--- config.mk ---
export PLATFORM = sky130hd
export DESIGN_NAME = dep_matrix_sched
export DESIGN_NICKNAME = d
export VERILOG_FILES = /design/src/rtl/dep_matrix_sched_pkg.sv /design/src/rtl/dep_matrix_sched_pick.sv /design/src/rtl/dep_matrix_sched.sv
export SDC_FILE = /design/constraint.sdc
export NUM_CORES = 1
export LEC_CHECK = 0
export CORE_MARGIN = 2
export CORE_UTILIZATION = 40
export CTS_CLUSTER_SIZE = 20
export DETAILED_ROUTE_END_ITERATION = 6
export PLACE_DENSITY = 0.6
export SYNTH_ARGS = -nofsm -noshare
export SYNTH_HDL_FRONTEND = slang
export SYNTH_SLANG_ARGS = --single-unit
--- constraint.sdc ---
create_clock -name clk -period 8.3 [get_ports clk]
set_input_delay 2.075 -clock clk [delete_from_list [all_inputs] [get_ports clk]]
set_output_delay 2.075 -clock clk [all_outputs]
set_load 0.01 [all_outputs]
--- src/rtl/dep_matrix_sched_pkg.sv ---
// Shared constants and helpers for the dependency-matrix scheduler.
package sched_pkg;
  localparam int DEF_BS      = 16;
  localparam int DEF_ISSUE_W = 2;
  localparam int DEF_CMPL_W  = 2;
  localparam int MAX_BS      = 1024;

  function automatic int idx_w(input int n);
    return (n <= 2) ? 1 : $clog2(n);
  endfunction

  // Caller slices the low BS bits.
  function automatic logic [MAX_BS-1:0] onehot(input int unsigned i);
    return MAX_BS'(1) << i;
  endfunction
endpackage

--- src/rtl/dep_matrix_sched_pick.sv ---
// First-W-set-bits picker: port p receives the (p+1)-th lowest set bit of vec.
module prio_pick_n
  import sched_pkg::*;
#(
  parameter int N = DEF_BS,
  parameter int W = DEF_ISSUE_W,
  localparam int IW = idx_w(N)
) (
  input  logic [N-1:0]    vec,
  output logic [W-1:0]    valid,
  output logic [W*IW-1:0] idx
);
  logic [N-1:0] rem;
  logic         found;

  always_comb begin
    rem   = vec;
    valid = '0;
    idx   = '0;
    found = 1'b0;
    for (int p = 0; p < W; p++) begin
      found = 1'b0;
      for (int i = 0; i < N; i++) begin
        if (!found && rem[i]) begin
          found            = 1'b1;
          valid[p]         = 1'b1;
          idx[p*IW +: IW]  = IW'(i);
          rem[i]           = 1'b0;
        end
      end
    end
  end
endmodule

--- src/rtl/dep_matrix_sched.sv ---
// Dependency-matrix scheduler: per-entry wait rows, column-clear wakeup,
// lowest-index multi-port issue select, flush and occupancy tracking.
module dep_matrix_sched
  import sched_pkg::*;
#(
  parameter int BS      = DEF_BS,
  parameter int ISSUE_W = DEF_ISSUE_W,
  parameter int CMPL_W  = DEF_CMPL_W,
  localparam int IW = idx_w(BS),
  localparam int OW = idx_w(BS + 1)
) (
  input  logic                 clk,
  input  logic                 rst,
  input  logic                 alloc_valid,
  input  logic [IW-1:0]        alloc_idx,
  input  logic [BS-1:0]        alloc_deps,
  input  logic [CMPL_W-1:0]    cmpl_valid,
  input  logic [CMPL_W*IW-1:0] cmpl_idx,
  input  logic [ISSUE_W-1:0]   issue_en,
  input  logic                 flush,
  output logic [ISSUE_W-1:0]   issue_valid,
  output logic [ISSUE_W*IW-1:0] issue_idx,
  output logic [BS-1:0]        ready_vec,
  output logic [OW-1:0]        occupancy,
  output logic                 full,
  output logic                 empty,
  output logic                 err_overwrite
);
  logic [BS-1:0][BS-1:0] row_q, row_d;
  logic [BS-1:0]         valid_q, valid_d, issued_q, issued_d;
  logic [OW-1:0]         occ_q, occ_d;
  logic                  err_q, err_d;
  logic [BS-1:0]         cmpl_mask, alloc_oh, acc_mask;
  int                    n_done, occ_sum;

  function automatic logic [BS-1:0] oh(input logic [IW-1:0] i);
    logic [MAX_BS-1:0] w;
    w = onehot(32'(i));
    return w[BS-1:0];
  endfunction

  always_comb begin
    for (int i = 0; i < BS; i++)
      ready_vec[i] = valid_q[i] & ~issued_q[i] & ~|row_q[i];
  end

  prio_pick_n #(.N(BS), .W(ISSUE_W)) u_pick (
    .vec   (ready_vec),
    .valid (issue_valid),
    .idx   (issue_idx)
  );

  always_comb begin
    cmpl_mask = '0;
    for (int p = 0; p < CMPL_W; p++)
      if (cmpl_valid[p]) cmpl_mask |= oh(cmpl_idx[p*IW +: IW]);
    alloc_oh = alloc_valid ? oh(alloc_idx) : '0;
    acc_mask = '0;
    for (int p = 0; p < ISSUE_W; p++)
      if (issue_valid[p] && issue_en[p]) acc_mask |= oh(issue_idx[p*IW +: IW]);

    // Alloc beats completion on the same entry; completion beats issue.
    valid_d  = (valid_q & ~cmpl_mask) | alloc_oh;
    issued_d = (issued_q | acc_mask) & ~cmpl_mask & ~alloc_oh;
    for (int i = 0; i < BS; i++)
      row_d[i] = alloc_oh[i] ? (alloc_deps & ~cmpl_mask & ~alloc_oh)
                             : (row_q[i] & ~cmpl_mask);

    // Duplicate completion ports collapse in the mask, so each entry counts once.
    n_done = 0;
    for (int i = 0; i < BS; i++)
      n_done += int'(cmpl_mask[i] & valid_q[i] & ~alloc_oh[i]);
    occ_sum = int'(occ_q) + int'(|(alloc_oh & ~valid_q)) - n_done;
    if (occ_sum < 0)  occ_sum = 0;
    if (occ_sum > BS) occ_sum = BS;
    occ_d = OW'(occ_sum);

    err_d = err_q | (|(alloc_oh & valid_q & ~cmpl_mask));
  end

  always_ff @(posedge clk) begin
    if (!rst) begin
      row_q    <= '0;
      valid_q  <= '0;
      issued_q <= '0;
      occ_q    <= '0;
      err_q    <= 1'b0;
    end else if (flush) begin
      row_q    <= '0;
      valid_q  <= '0;
      issued_q <= '0;
      occ_q    <= '0;
    end else begin
      row_q    <= row_d;
      valid_q  <= valid_d;
      issued_q <= issued_d;
      occ_q    <= occ_d;
      err_q    <= err_d;
    end
  end

  assign occupancy     = occ_q;
  assign full          = (occ_q == OW'(BS));
  assign empty         = (occ_q == '0);
  assign err_overwrite = err_q;
endmodule

Yosys cells after proc, flatten, opt, wreduce, memory -nomap -nowiden
Cells that the tools add are included.

Word-level logic and storage cells: 371. Input port bits: 36. Output and inout bits: 34. Register bits after elaboration: 294.

Eq/ne operators: 1. Add/sub/neg operators: 17. Mux-type cells: 99. Order comparisons: 2. Reductions and logical operators: 97. Bitwise gates (word level): 129. Shifts and indexed selects: 5.

Operators with widths (number): $and A1 B32 Y32 (16); $not A1 Y32 (16); $add A32 B32 Y32 (15); $and A16 B16 Y16 (24); $mux W16 (21); $reduce_or A16 Y1 (18); $shl A1 B4 Y16 const A (5); $mux W4 (16); $or A16 B16 Y16 (4); $and A1 B1 Y1 (48); $mux W1 (48); $not A16 Y16 (3); $logic_not A1 Y1 (45); $gt A32 B6 Y1 const B (1); $lt A32 B1 Y1 const B (1); $mux W32 (1); $sub A7 B32 Y32 (1); $logic_and A1 B1 Y1 (31); $mux W3 (8); $not A1 Y1 (17); $mux W2 (4); $add A5 B1 Y6 (1); $eq A5 B5 Y1 const B (1); $logic_not A5 Y1 (1); other kinds (4) (4).

Depth between registers and ports, before layout
Depth in word-level cells: 57. Depth in mapped cells: 32. Depth with buffers taken out: 30.

By module
From an unflattened synthesis, not the netlist that was laid out.

Cell total of the unflattened synthesis: 1745. Area total of the unflattened synthesis: 13484.2 um2.

By module, submodules not included: dep_matrix_sched (times used 1, cells each 1636, seq. area each 5885.6 um2, area an instance 12806.0 um2); prio_pick_n (times used 1, cells each 109, seq. area each 0.0 um2, area an instance 678.2 um2).

Least setup slack after synthesis
OpenSTA, ideal clock, no wires.

Kind: input-to-reg. Start point: input port alloc_idx[3]. End point: register occ_q[1], in the netlist occupancy[1]. Data required time: 8180 ps. Arrival: 8465 ps. Buffers on the path: 4. Setup time: 120 ps. Stages: 30. Setup slack: -285 ps. Path through: clkbuf_1 > and3_1 > clkbuf_1 > nand3_1 > clkbuf_1 > o22ai_1 > nor2_1 > nand4_1 > ha_1 > ha_1 > nand3_1 > xor2_1 > inv_1 > clkbuf_1 > a21o_1 > fa_1 > fa_1 > inv_1 > fa_1 > fa_1 > inv_1 > ha_1 > and2_1 > o21a_1 > o21ai_0 > nand2b_1 > a21oi_1 > ha_1 > nand4b_1 > nor3_1.

Word-level cells in the longest chain between the ends: 24. Elaborated cells between the ends (all ways): 57. Classes of those cells: add/sub: 17; order compare: 2; shift: 1; mux: 2; bitwise: 33; reduce/logical: 2.

Ends and longest elaborated chain: start: declaration (RTL line dep_matrix_sched.sv:15) `input logic [IW-1:0] alloc_idx,`; $shl A1 B4 Y16 * (RTL line dep_matrix_sched_pkg.sv:14) `return MAX_BS'(1) << i;`; $mux W16 * (RTL line dep_matrix_sched.sv:57) `alloc_oh = alloc_valid ? oh(alloc_idx) : '0;`; $not A1 Y32 (RTL line dep_matrix_sched.sv:72) `n_done += int'(cmpl_mask[i] & valid_q[i] & ~alloc_oh[i]);`; $and A1 B32 Y32 (RTL line dep_matrix_sched.sv:72); $add A32 B32 Y32 (15 in series) (RTL line dep_matrix_sched.sv:72); $sub A7 B32 Y32 * (RTL line dep_matrix_sched.sv:73) `occ_sum = int'(occ_q) + int'(|(alloc_oh & ~valid_q)) - n_done;`; $lt A32 B1 Y1 (RTL line dep_matrix_sched.sv:74) `if (occ_sum < 0) occ_sum = 0;`; $mux W32 * (RTL line dep_matrix_sched.sv:74); $gt A32 B6 Y1 (RTL line dep_matrix_sched.sv:75) `if (occ_sum > BS) occ_sum = BS;`; $reduce_or A3 Y1 (no line); end signal: assignment (RTL line dep_matrix_sched.sv:86) `occ_q <= '0;`; end signal: assignment (RTL line dep_matrix_sched.sv:92) `occ_q <= '0;`; end signal: assignment (RTL line dep_matrix_sched.sv:97) `occ_q <= occ_d;`; end: declaration (RTL line dep_matrix_sched.sv:31) `logic [OW-1:0] occ_q, occ_d;`.

Every way passes the cells marked *; elsewhere a longest branch is shown, timed or not. A chain may end at the register's enable or synchronous reset.

Final worst setup path
Start point: input port alloc_idx[2]. End point: register occ_q[2], in the netlist occupancy[2].

Same word-level chain as after synthesis.

==> results.sh <==
export IMPL_synth_edf_count=0
export IMPL_power_mw=3.58
export IMPL_drive_gt1_frac=0.0915
export IMPL_dieHeight_um=189
export IMPL_cts_setup_buffers=0
export IMPL_ys_flop_type="dfxtp_1"
export IMPL_slew_headroom=0.182
export IMPL_setup_viol=0
export IMPL_grt_pass1_vias=12100
export IMPL_cp_arrival_ns=8.50
export IMPL_gp_congestion=0.951
export IMPL_yosysSeqAreaShare=0.430
export IMPL_hp_start="row_q[68]$_SDFF_PP0_"
export IMPL_final_setup_tns_ns=0
export IMPL_grt_use_met1=0.363
export IMPL_timing_final_crit_share=0.967
export IMPL_postRouteAntennaNets=0
export IMPL_syn_inst=1774
export IMPL_cpPeakStageDelay_ns=0.60
export IMPL_die_area_mm2=0.0357
export IMPL_viasPerCell=5.71
export IMPL_synth_area_mm2=0.0137
export IMPL_synth_cell_type_count=91
export IMPL_port_buffers=69
export IMPL_overflow=0
export IMPL_route_detailed_drc=0
export IMPL_synth_xor_area_frac=0.00959
export IMPL_crit_fanout=5
export IMPL_ctsHoldBuffers=0
export IMPL_startpoint_type="primary input"
export IMPL_met3_usage=0.0443
export IMPL_cts_tree="done"
export IMPL_drv_cap=0
export IMPL_reg2reg_to="occupancy[2]$_SDFF_PP0_"
export IMPL_routed_wl_mm=49.9
export IMPL_min_to="row_q[68]$_SDFF_PP0_"
export IMPL_fp_dieW_um=189
export IMPL_yosys_warnings=0
export IMPL_status="completed"
export IMPL_hold_depth=2
export IMPL_first_pass_iters=6
export IMPL_max_freq_ghz=0.125
export IMPL_clock_latency_ns=0.56
export IMPL_grt_max_degree=36
export IMPL_vias=13200
export IMPL_layout_nets=1904
export IMPL_initial_core_util=0.407
export IMPL_cts_root_buf="clkbuf_16"
export IMPL_peakVddDrop_mv=0.157
export IMPL_clk_pin_slew_worst_paths_ns=0.06
export IMPL_dp_hpwl_mm=34.3
export IMPL_grt_pass1_wl_mm=74.5
export IMPL_timing_critical_path_max_delay_family="adder cells"
export IMPL_hold_viol_final=0
export IMPL_cts_buffers=31
export IMPL_synthSimpleGateAreaFrac=0.298
export IMPL_track_usage=0.274
export IMPL_reg2reg_slack_ns=2.09
export IMPL_ios=70
export IMPL_p_leak_nw=5.93
export IMPL_antenna_found_initial=1
export IMPL_synthMuxAreaShare=0.00521
export IMPL_crit_type="primary input to flip-flop"
export IMPL_hp_class="flip-flop to flip-flop"
export IMPL_p_per_area_mw_per_mm2=223
export IMPL_yosys_register_bits=294
export IMPL_layout_min_cycle_time_ns=8.03
export IMPL_reg2reg_depth=25
export IMPL_core_area_mm2=0.0336
export IMPL_required_ns=8.77
export IMPL_synth_nets=1841
export IMPL_htree_levels=1
export IMPL_area_growth_pct=17.4
export IMPL_synth_compound_area_frac=0.176
export IMPL_async_reset_ff_frac=0
export IMPL_cp_num_buf_inv=4
export IMPL_final_util=0.478
export IMPL_syn_area_per_cell_um2=7.72
export IMPL_met2_usage=0.450
export IMPL_synth_top_family_by_area="simple AND/OR/NAND/NOR gates"
export IMPL_timing_rr_start="valid_q[7]$_SDFF_PP0_"
export IMPL_num_rows=67
export IMPL_tightest_slew_ns=1.22
export IMPL_final_common_cell="nor2_1"
export IMPL_final_cell_mix="nor2_1, dfxtp_1, a21oi_1"
export IMPL_clock_path_buffers=3
export IMPL_drtIter0Drc=1365
export IMPL_hold_ws_ns=0.434
export IMPL_skew_ns=0.0153
export IMPL_synth_adder_area_share=0.0380
export IMPL_avgRoutedWirePerCell_um=21.6
export IMPL_grt_busiest_layer="met2"
export IMPL_slowest_stage="clkdlybuf4s50_1"
export IMPL_cp_end_kind="flip-flop"
export IMPL_maxSlewViolCount=0
export IMPL_clock_sinks=294
==> stage by stage <==
step                cells  worst slack, ns  instance area [µm²]
detailed placement   2252           -0.545                15000
global placement     2252           -0.409                15000
global route         2306         -0.00715                16100
floorplan            1774           0.0229                13700
CTS                  2306           0.0363                16000
finish               2307            0.275                16100
==> how the worst max path moves through the flow <==
| stage | start | endpoint | slack [ns] | cells after the start |
|---|---|---|---|---|
| floorplan | alloc_idx[3] | occupancy[1]$_SDFF_PP0_ | 0.02 | 30 |
| global placement | alloc_valid | occupancy[1]$_SDFF_PP0_ | -0.41 | 30 |
| detailed placement | alloc_valid | occupancy[1]$_SDFF_PP0_ | -0.55 | 30 |
| CTS | alloc_valid | occupancy[1]$_SDFF_PP0_ | 0.04 | 30 |
| global route | alloc_idx[2] | occupancy[2]$_SDFF_PP0_ | -0.007 | 29 |
| finish | alloc_idx[2] | occupancy[2]$_SDFF_PP0_ | 0.27 | 29 |
==> where the power goes <==
group | internal [mW] | total, mW | switching (mW)
combinational | 0.335 | 0.764 | 0.430
clock | 0.814 | 1.39 | 0.572
sequential | 1.42 | 1.43 | 0.0102
==> synthesized netlist by cell type, types with 7 or more instances <==
library cell,n,share of area
o22ai_1,18,0.0082
nor3b_1,10,0.0055
nand2_1,194,0.053
nor3_1,16,0.0058
nor2_1,439,0.12
a21oi_1,292,0.11
buf_1,11,0.0030
or4b_1,8,0.0058
nor4_1,53,0.024
nand3b_1,21,0.012
nand3_1,20,0.0073
fa_1,15,0.022
xnor2_1,11,0.0070
and2_1,12,0.0055
o21ai_0,17,0.0062
dfxtp_1,294,0.43
a211oi_1,16,0.0088
inv_1,38,0.010
o22a_1,16,0.010
nand2b_1,13,0.0059
or4_1,7,0.0038
clkbuf_1,80,0.022
nor2b_1,8,0.0037
ha_1,16,0.015
nand4_1,17,0.0078
==> what timing repair did <==
action                                  in CTS  in global routing
resized for setup                            1                 17
endpoints found under the setup margin       1                  5
pin swaps                                    0                  2
==> final cells by class <==
cell class | count | area, µm²
Inverter | 47 | 201
Multi-Input combinational cell | 1335 | 7280
Tap cell | 448 | 561
Clock buffer | 45 | 908
Clock inverter | 9 | 98.8
Fill cell | 3313 | 17500
Timing Repair Buffer | 128 | 1140
Antenna cell | 1 | 2.50
Sequential cell | 294 | 5890
==> worst min-delay path: cells and delay by family (launching register included) <==
family | cells | cell delay, ns
buffers and inverters | 1 | 0.05
DFF | 1 | 0.31
and+or+nand+nor | 1 | 0.03
==> registers in the layout (all words and copies together) (netlist names) <==
register and count:
err_overwrite 1, issued_q 16, occupancy 5, row_q 256, valid_q 16
==> routing by layer <==
metal | share of wire | wire length [µm]
met1 | 0.43 | 21400
met4 | 0.038 | 1920
met5 | 0 | 0
met3 | 0.075 | 3750
met2 | 0.46 | 22900
==> cell families (layout without fill, tap and decap cells) <==
logic type / Yosys count / count (layout)
AOI/OAI and AO/OA: 411 / 411
and+or+nand+nor: 869 / 869
other: 0 / 1
buffers and inverters: 145 / 229
muxes: 7 / 7
DFF: 294 / 294
xor gates and xnor gates: 15 / 15
adders and majority gates: 33 / 33
No activity file was read; power rests on OpenSTA's default activity.
